File: src/rtl/riscv_multicycle_ctrl.sv
// Main FSM and ALU decoder for a multicycle RV32I datapath with a shared ALU and memory.
// Includes the custom-1 R-type extension (opcode 0101011) when EN_CUSTOM is set.
module riscv_multicycle_ctrl #(
    parameter bit EN_CUSTOM = 1'b1
) (
    input  logic       clk,
    input  logic       reset,
    input  logic [6:0] op,
    input  logic [2:0] funct3,
    input  logic [6:0] funct7,
    input  logic       Zero,
    output logic       PCWrite,
    output logic       AdrSrc,
    output logic       MemWrite,
    output logic       IRWrite,
    output logic [1:0] ResultSrc,
    output logic [1:0] ALUSrcA,
    output logic [1:0] ALUSrcB,
    output logic [1:0] ImmSrc,
    output logic [3:0] ALUControl,
    output logic       RegWrite,
    output logic       illegal,
    output logic       retire,
    output logic [3:0] state
);

    localparam int unsigned ST_W = 4;

    localparam logic [6:0] OP_LW   = 7'b0000011;
    localparam logic [6:0] OP_SW   = 7'b0100011;
    localparam logic [6:0] OP_R    = 7'b0110011;
    localparam logic [6:0] OP_CUST = 7'b0101011;
    localparam logic [6:0] OP_I    = 7'b0010011;
    localparam logic [6:0] OP_JAL  = 7'b1101111;
    localparam logic [6:0] OP_BEQ  = 7'b1100011;

    typedef enum logic [ST_W-1:0] {
        S_FETCH    = 4'd0,
        S_DECODE   = 4'd1,
        S_MEMADR   = 4'd2,
        S_MEMREAD  = 4'd3,
        S_MEMWB    = 4'd4,
        S_MEMWRITE = 4'd5,
        S_EXECR    = 4'd6,
        S_ALUWB    = 4'd7,
        S_EXECI    = 4'd8,
        S_JAL      = 4'd9,
        S_BEQ      = 4'd10
    } state_e;

    state_e     state_q;
    state_e     state_d;
    state_e     dec_next;
    logic       dec_ok;
    logic [1:0] alu_op;
    logic [3:0] r_code;
    logic       r_ok;
    logic [3:0] c_code;
    logic       c_ok;

    // ALU decode for standard R/I ops and for custom-1 ops, with legality flags
    always_comb begin
        r_code = 4'b0000;
        r_ok   = 1'b1;
        case (funct3)
            3'b000:  r_code = (funct7[5] & op[5]) ? 4'b0001 : 4'b0000;
            3'b010:  r_code = 4'b0101;
            3'b110:  r_code = 4'b0011;
            3'b111:  r_code = 4'b0010;
            default: r_ok   = 1'b0;
        endcase

        c_code = 4'b0000;
        c_ok   = 1'b1;
        case ({funct7, funct3})
            10'b0000000_000: c_code = 4'b1000;
            10'b0000000_001: c_code = 4'b1001;
            10'b0000000_010: c_code = 4'b1010;
            10'b0000001_000: c_code = 4'b1011;
            10'b0000001_001: c_code = 4'b1100;
            10'b0000001_010: c_code = 4'b1101;
            10'b0000001_011: c_code = 4'b1110;
            10'b0000010_000: c_code = 4'b0110;
            10'b0000010_001: c_code = 4'b0111;
            10'b0000011_000: c_code = 4'b1111;
            default:         c_ok   = 1'b0;
        endcase

        case (alu_op)
            2'b00:   ALUControl = 4'b0000;
            2'b01:   ALUControl = 4'b0001;
            2'b10:   ALUControl = r_code;
            default: ALUControl = c_code;
        endcase
    end

    // Opcode dispatch out of DECODE; anything unsupported falls back to FETCH
    always_comb begin
        dec_next = S_FETCH;
        dec_ok   = 1'b1;
        case (op)
            OP_LW, OP_SW: dec_next = S_MEMADR;
            OP_R: begin
                if (r_ok) dec_next = S_EXECR;
                else      dec_ok   = 1'b0;
            end
            OP_CUST: begin
                if (EN_CUSTOM && c_ok) dec_next = S_EXECR;
                else                   dec_ok   = 1'b0;
            end
            OP_I: begin
                if (r_ok) dec_next = S_EXECI;
                else      dec_ok   = 1'b0;
            end
            OP_JAL:  dec_next = S_JAL;
            OP_BEQ:  dec_next = S_BEQ;
            default: dec_ok   = 1'b0;
        endcase
    end

    always_comb begin
        case (state_q)
            S_FETCH:                    state_d = S_DECODE;
            S_DECODE:                   state_d = dec_next;
            S_MEMADR:                   state_d = (op == OP_LW) ? S_MEMREAD : S_MEMWRITE;
            S_MEMREAD:                  state_d = S_MEMWB;
            S_EXECR, S_EXECI, S_JAL:    state_d = S_ALUWB;
            default:                    state_d = S_FETCH;
        endcase
    end

    always_ff @(posedge clk or posedge reset) begin
        if (reset) state_q <= S_FETCH;
        else       state_q <= state_d;
    end

    assign state = state_q;

    always_comb begin
        case (op)
            OP_SW:   ImmSrc = 2'b01;
            OP_BEQ:  ImmSrc = 2'b10;
            OP_JAL:  ImmSrc = 2'b11;
            default: ImmSrc = 2'b00;
        endcase
    end

    // Moore control decode; enables are forced low while reset is held
    always_comb begin
        PCWrite   = 1'b0;
        AdrSrc    = 1'b0;
        MemWrite  = 1'b0;
        IRWrite   = 1'b0;
        ResultSrc = 2'b00;
        ALUSrcA   = 2'b00;
        ALUSrcB   = 2'b00;
        RegWrite  = 1'b0;
        illegal   = 1'b0;
        retire    = 1'b0;
        alu_op    = 2'b00;
        case (state_q)
            S_FETCH: begin
                IRWrite   = 1'b1;
                ALUSrcB   = 2'b10;
                ResultSrc = 2'b10;
                PCWrite   = 1'b1;
            end
            S_DECODE: begin
                ALUSrcA = 2'b01;
                ALUSrcB = 2'b01;
                illegal = ~dec_ok;
            end
            S_MEMADR: begin
                ALUSrcA = 2'b10;
                ALUSrcB = 2'b01;
            end
            S_MEMREAD: AdrSrc = 1'b1;
            S_MEMWB: begin
                ResultSrc = 2'b01;
                RegWrite  = 1'b1;
                retire    = 1'b1;
            end
            S_MEMWRITE: begin
                AdrSrc   = 1'b1;
                MemWrite = 1'b1;
                retire   = 1'b1;
            end
            S_EXECR: begin
                ALUSrcA = 2'b10;
                alu_op  = (op == OP_CUST) ? 2'b11 : 2'b10;
            end
            S_ALUWB: begin
                RegWrite = 1'b1;
                retire   = 1'b1;
            end
            S_EXECI: begin
                ALUSrcA = 2'b10;
                ALUSrcB = 2'b01;
                alu_op  = 2'b10;
            end
            S_JAL: begin
                ALUSrcA = 2'b01;
                ALUSrcB = 2'b10;
                PCWrite = 1'b1;
            end
            S_BEQ: begin
                ALUSrcA = 2'b10;
                alu_op  = 2'b01;
                PCWrite = Zero;
                retire  = 1'b1;
            end
            default: ;
        endcase
        if (reset) begin
            PCWrite  = 1'b0;
            MemWrite = 1'b0;
            IRWrite  = 1'b0;
            RegWrite = 1'b0;
            illegal  = 1'b0;
            retire   = 1'b0;
        end
    end

endmodule
File: config.mk
export PLATFORM = sky130hd
export DESIGN_NAME = riscv_multicycle_ctrl
export DESIGN_NICKNAME = d
export VERILOG_FILES = /design/src/rtl/riscv_multicycle_ctrl.sv
export SDC_FILE = /design/constraint.sdc
export NUM_CORES = 1
export LEC_CHECK = 0
export ABC_AREA = 1
export CAP_MARGIN = 20
export CORE_AREA = 2 2 41 52
export DETAILED_ROUTE_END_ITERATION = 6
export DIE_AREA = 0 0 43 54
export DONT_BUFFER_PORTS = 1
export HOLD_SLACK_MARGIN = 0.02
export PLACE_DENSITY = 0.7
export SYNTH_ARGS = -nofsm -noshare
export SYNTH_HDL_FRONTEND = slang
export SYNTH_SLANG_ARGS = --single-unit
File: constraint.sdc
create_clock -name clk -period 3.5 [get_ports clk]
set_input_delay 0.35 -clock clk [delete_from_list [all_inputs] [get_ports clk]]
set_output_delay 0.35 -clock clk [all_outputs]
set_load 0.05 [all_outputs]
==> Yosys cells after proc, flatten, opt, wreduce, memory -nomap -nowiden <==
Cells that the tools add are included.
{ "classes": {"eq_ne": 31, "muxes": 34, "bitwise_logic": 2, "reduce_logical": 17} }
{ "op_table": {"columns": ["op", "n"], "rows": [
  ["$eq A10 B4 Y1 const B", 4],
  ["$pmux W4 S10", 1],
  ["$eq A10 B5 Y1 const B", 3],
  ["$pmux W4 S6", 1],
  ["$eq A7 B6 Y1 const B", 3],
  ["$pmux W4 S5", 1],
  ["$mux W1", 18],
  ["$eq A4 B3 Y1 const B", 4],
  ["$reduce_or A4 Y1", 4],
  ["$eq A7 B7 Y1 const B", 2],
  ["$eq A4 B4 Y1 const B", 3],
  ["$pmux W2 S2", 3],
  ["$pmux W2 S3", 2],
  ["$pmux W3 S4", 1],
  ["$pmux W4 S3", 1],
  ["$reduce_or A2 Y1", 6],
  ["$eq A10 B1 Y1 const B", 1],
  ["$eq A10 B2 Y1 const B", 1],
  ["$logic_not A10 Y1", 1],
  ["$reduce_or A10 Y1", 1],
  ["$mux W3", 3],
  ["$eq A4 B2 Y1 const B", 2],
  ["$eq A7 B2 Y1 const B", 1],
  ["$eq A7 B5 Y1 const B", 1],
  ["14 further kinds", 16]
]} }
{ "totals": {"register_bits": 4, "in_bits": 20, "out_inout_bits": 23, "wordCells": 85} }

==> Logic depth before layout (Yosys ltp) <==
{ "logic_depth": {"word_depth": 8, "depth_mapped": 11, "mapped_depth_nobuf": 11} }

==> Least setup slack after synthesis <==
OpenSTA, ideal clock, no wires.
{ "synth_path": {"path_type": "register to output", "from": "register state_q[2] (netlist: state[2])", "to": "output port PCWrite", "arrival_time_ps": 2597, "required_time_ps": 3150, "slack_ps": 553, "stages_incl_launch_ff": 6, "path_buffers": 0, "cell_sequence": "dfrtp_1 -> nor2_1 -> inv_1 -> nor2_1 -> nor2_1 -> a21oi_1"} }
{ "synth_between": {"elab_chain_len": 4, "word_cells_on_any_way": 6, "cone_classes": "2 x eq/ne; 2 x mux; 2 x reduce/logical"} }
{ "synth_lines": {"columns": ["element", "line_no", "text"], "rows": [
  ["start: declaration", "51", "state_e state_q;"],
  ["start signal: assignment", "134", "else state_q <= state_d;"],
  ["$eq A4 B4 Y1 / $logic_not A4 Y1 (equally long branches)", "161", "case (state_q)"],
  ["$reduce_or A2 Y1 (no line)", null, null],
  ["$pmux W1 S2 (*)", "161", null],
  ["$mux W1 (*)", "214", "if (reset) begin"],
  ["end: declaration", "12", "output logic PCWrite,"]
]} }
Every way passes the cells marked *; elsewhere a longest branch is shown, timed or not.

==> Worst setup path after layout <==
{ "layout_path": {"from": "register state_q[0] (netlist: state[0])", "to": "output port illegal"} }
{ "layout_between": {"elab_chain_len": 3} }
{ "layout_lines": {"columns": ["element", "line_no", "text"], "rows": [
  ["$eq A4 B1 Y1", "161", null],
  ["$mux W1", "161", null],
  ["$mux W1", "214", null],
  ["end: declaration", "22", "output logic illegal,"]
]} }
No other way between the ends.

==> metrics.md <==
| Metric | Value |
|---|---|
| Register bit total from synthesis | `4` |
| Hold Path Stages | `4` |
| Layout cell share with drive strength beyond 1 | `18.8%` |
| Critical R2R Launch | `state[2]` |
| Tightest Pin Transition | `approximately 0.96 ns` |
| Starting Density | `a little over two fifths` |
| CP max stage cell | `nor3_2` |
| First-pass GRT wire length | `between 3000 and 4000 um` |
| Initial antenna violation count | `0` |
| Max FO, Critical Path | `4` |
| Syn Area/Cell | `5.14 um2` |
| Power Density | `478 nW/um2` |
| Hold WC Path Type | `primary input to flip-flop` |
| Cell count along the critical path | `6` |
| Die ar. | `about 2300 um2` |
| Crit path to | `illegal` |
| Grt total ovfl | `0` |
| Fin Clk Skew | `between 0.003 and 0.004 ns` |
| Crit path DAT | `between 2 and 2.5 ns` |
| Crit start category | `flip-flop` |
| CTS Buf Count | `3` |
| R2R depth | `6` |
| Kind of cell adding the most delay to the critical path | `simple AND/OR/NAND/NOR gates` |
| CTS Hold Bufs | `1` |
| Number of global-route vias before repair | `about 930` |
| Die X-Extent | `about 43 um` |
| CORE AREA | `1890 um2` |
| CP Data Required Time | `between 3 and 4 ns` |
| Row cnt | `18` |
| Io pins | `43` |
| Slowest stage delay, CP | `0.71 ns` |
| Slew headroom | `a little over a third` |
| Cells along the critical path | `inv_1 -> nor2_1 -> inv_1 -> nor2_2 -> nand3_1 -> nor3_2` |
| Routed Antenna Nets | `0` |
| Routability Congestion | `slightly below 0.9` |
| Leak | `~0.52 nW` |
| Critical Path Source | `state[0]` |
| Iteration-0 DRC Markers | `22` |
| Area contributors post-synth | `nand2_1 16%, inv_1 14%, dfrtp_1 12%, nor2_1 12%, nand3_1 8.6%` |
| # DRC | `0` |
| Port bufs | `0` |
| Worst hold path startpoint | `op[5]` |
| Final period util | `about 76%` |
| Synth Net Count | `178` |
| TNS Setup | `0 ns` |
| Final WL | `approximately 2200 um` |
| ANT cells | `0` |
| MaxCap Viol Count | `0` |
| CP Capture Type | `output port` |
| Clk root buf | `clkbuf_4` |
| Worst R2R End | `state[0]` |
| Clock transition at path regs | `roughly 0.04 ns` |
| Drt wl/cell | `11.8 um` |
| Reg2reg setup slack | `approximately 1.7 ns` |
| Slew Limit Fails | `0` |
| Largest net degree at the start of global routing | `8` |
| DR pass1 iterations | `4` |
| Unique masters post-synth | `24` |
| Largest register FFs | `4` |
| Clk_lat worst skew | `around 0.23 ns` |
| Setup Viol. Count Final | `0` |
| Status | `finished clean` |
| DP Wirelength | `around 1900 um` |
| Routed vias/inst | `around 5.4` |
| Critical path type | `flip-flop to output port` |
| Tmin final | `~2.7 ns` |
| Layout Area Growth over Synthesis | `15.1%` |
| CP Buf/Inv Count | `2` |
| Leading area contributor after synthesis | `nand2_1` |
| Clock sink total | `4` |
| Highest Clock Rate | `about 370 MHz` |
| Worst VDD drop | `around 0.48 mV` |
| H-tree lvl count | `1` |
| Cell Area, Synth | `812 um2` |
| Synth top area share | `~16%` |
| Nets | `around 190` |
| Cells after Synth | `between 150 and 200` |
| Gr usage total | `roughly 20%` |
| Vias post-DR | `just over 1000` |
| PostCTS Resize Cnt | `0` |
| Post-Layout Inst Area | `around 930 um2` |
| RSZ-0062 raised after global routing | `no` |
| Hold Vio Cnt, Final | `0` |
| Post-CTS setup buffers | `0` |
| Die H | `roughly 54 um` |
| Ys Warns | `0` |
| CTS max path bufs | `2` |
| Sequential fraction of the synthesis area | `between 10% and 20%` |
| CTS tree | `built` |
| Placement Cell Area | `about 900 um2` |
| CP most frequent cell | `inv_1` |
## Yosys cell counts
cell / count
nand2_1: 35
inv_1: 30
nor2_1: 25
nand3_1: 14
a21oi_1: 7
nor2_2: 7
nor3_1: 6
nand2_2: 5
dfrtp_1: 4
inv_2: 4
o21ai_0: 4
o21ai_1: 4
a31oi_1: 2
a21o_1: 1
clkinv_1: 1
nand2_4: 1
nor2_4: 1
nor3_2: 1
nor3_4: 1
nor3b_1: 1
nor4_1: 1
o211ai_1: 1
o22ai_1: 1
o32ai_1: 1
## how the worst min path moves through the flow
stage | end | slack (ns)
2_1_floorplan | state[0] | 0.13
3_3_place_gp | state[0] | 0.16
3_5_place_dp | state[0] | 0.16
4_1_cts | state[2] | 0.38
5_1_grt | state[1] | 0.41
6_report | state[2] | 0.38
## worst reg2reg max path, cell delays in order, from the launching register on
cell and delay [ns]:
dfrtp_1 0.73, nor2_1 0.16, inv_1 0.17, nor2_1 0.06, buf_4 0.19, nor4_1 0.31, inv_1 0.08
## layout by cell type (no fill, tap or decap), types with 5 or more instances in the layout
cell type | netlist | layout
nand2_1 | 35 | 35
inv_1 | 30 | 30
nor2_1 | 25 | 25
nand3_1 | 14 | 14
buf_4 | 0 | 8
o21ai_1 | 4 | 7
nor2_2 | 7 | 7
a21oi_1 | 7 | 7
nor3_1 | 6 | 5
nand2_2 | 5 | 5
## power by group
group	internal, mW	switching (mW)	leakage (nW)
clock	0.0382	0.0165	0.0138
sequential	0.0539	0.0396	0.0533
combinational	0.0550	0.243	0.456
total	0.147	0.300	0.523
## cells by family (layout without fill, tap and decap cells)
family | after synthesis | in the layout | synth area share (%)
compound gates | 21 | 21 | 14.5
simple gates | 98 | 98 | 57.0
buf+inv | 35 | 47 | 16.2
flops | 4 | 4 | 12.3
## through the flow
step                hold slack [ns]  instances  setup WS (ns)  power, mW  utilization (%)
detailed placement            0.161        186           1.06      0.391             47.7
global placement              0.159        186           1.13      0.387             47.7
floorplan                     0.133        158          0.553      0.341                -
CTS                           0.377        190          0.814      0.450             49.4
global route                  0.405        190          0.695      0.475             49.4
finish                        0.378        190          0.826      0.447             49.4
## routing by layer
layer / global-route usage, % / part of all wire (%) / vias to the layer above
met2: 40.9 / 55 / 40
li1: - / - / 520
met3: 5.37 / 7.2 / 2
met4: 7.07 / 0.89 / 0
met5: 0 / 0 / -
met1: 18.4 / 36 / 467
## cell type report
cell class | instances | area [um2]
Fill cell | 207 | 957
Multi-Input combinational cell | 119 | 586
Tap cell | 20 | 25.0
Inverter | 35 | 131
Sequential cell | 4 | 100
Clock buffer | 3 | 22.5
Timing Repair Buffer | 9 | 70.1
Note: power is estimated with default switching activity, not from simulation.
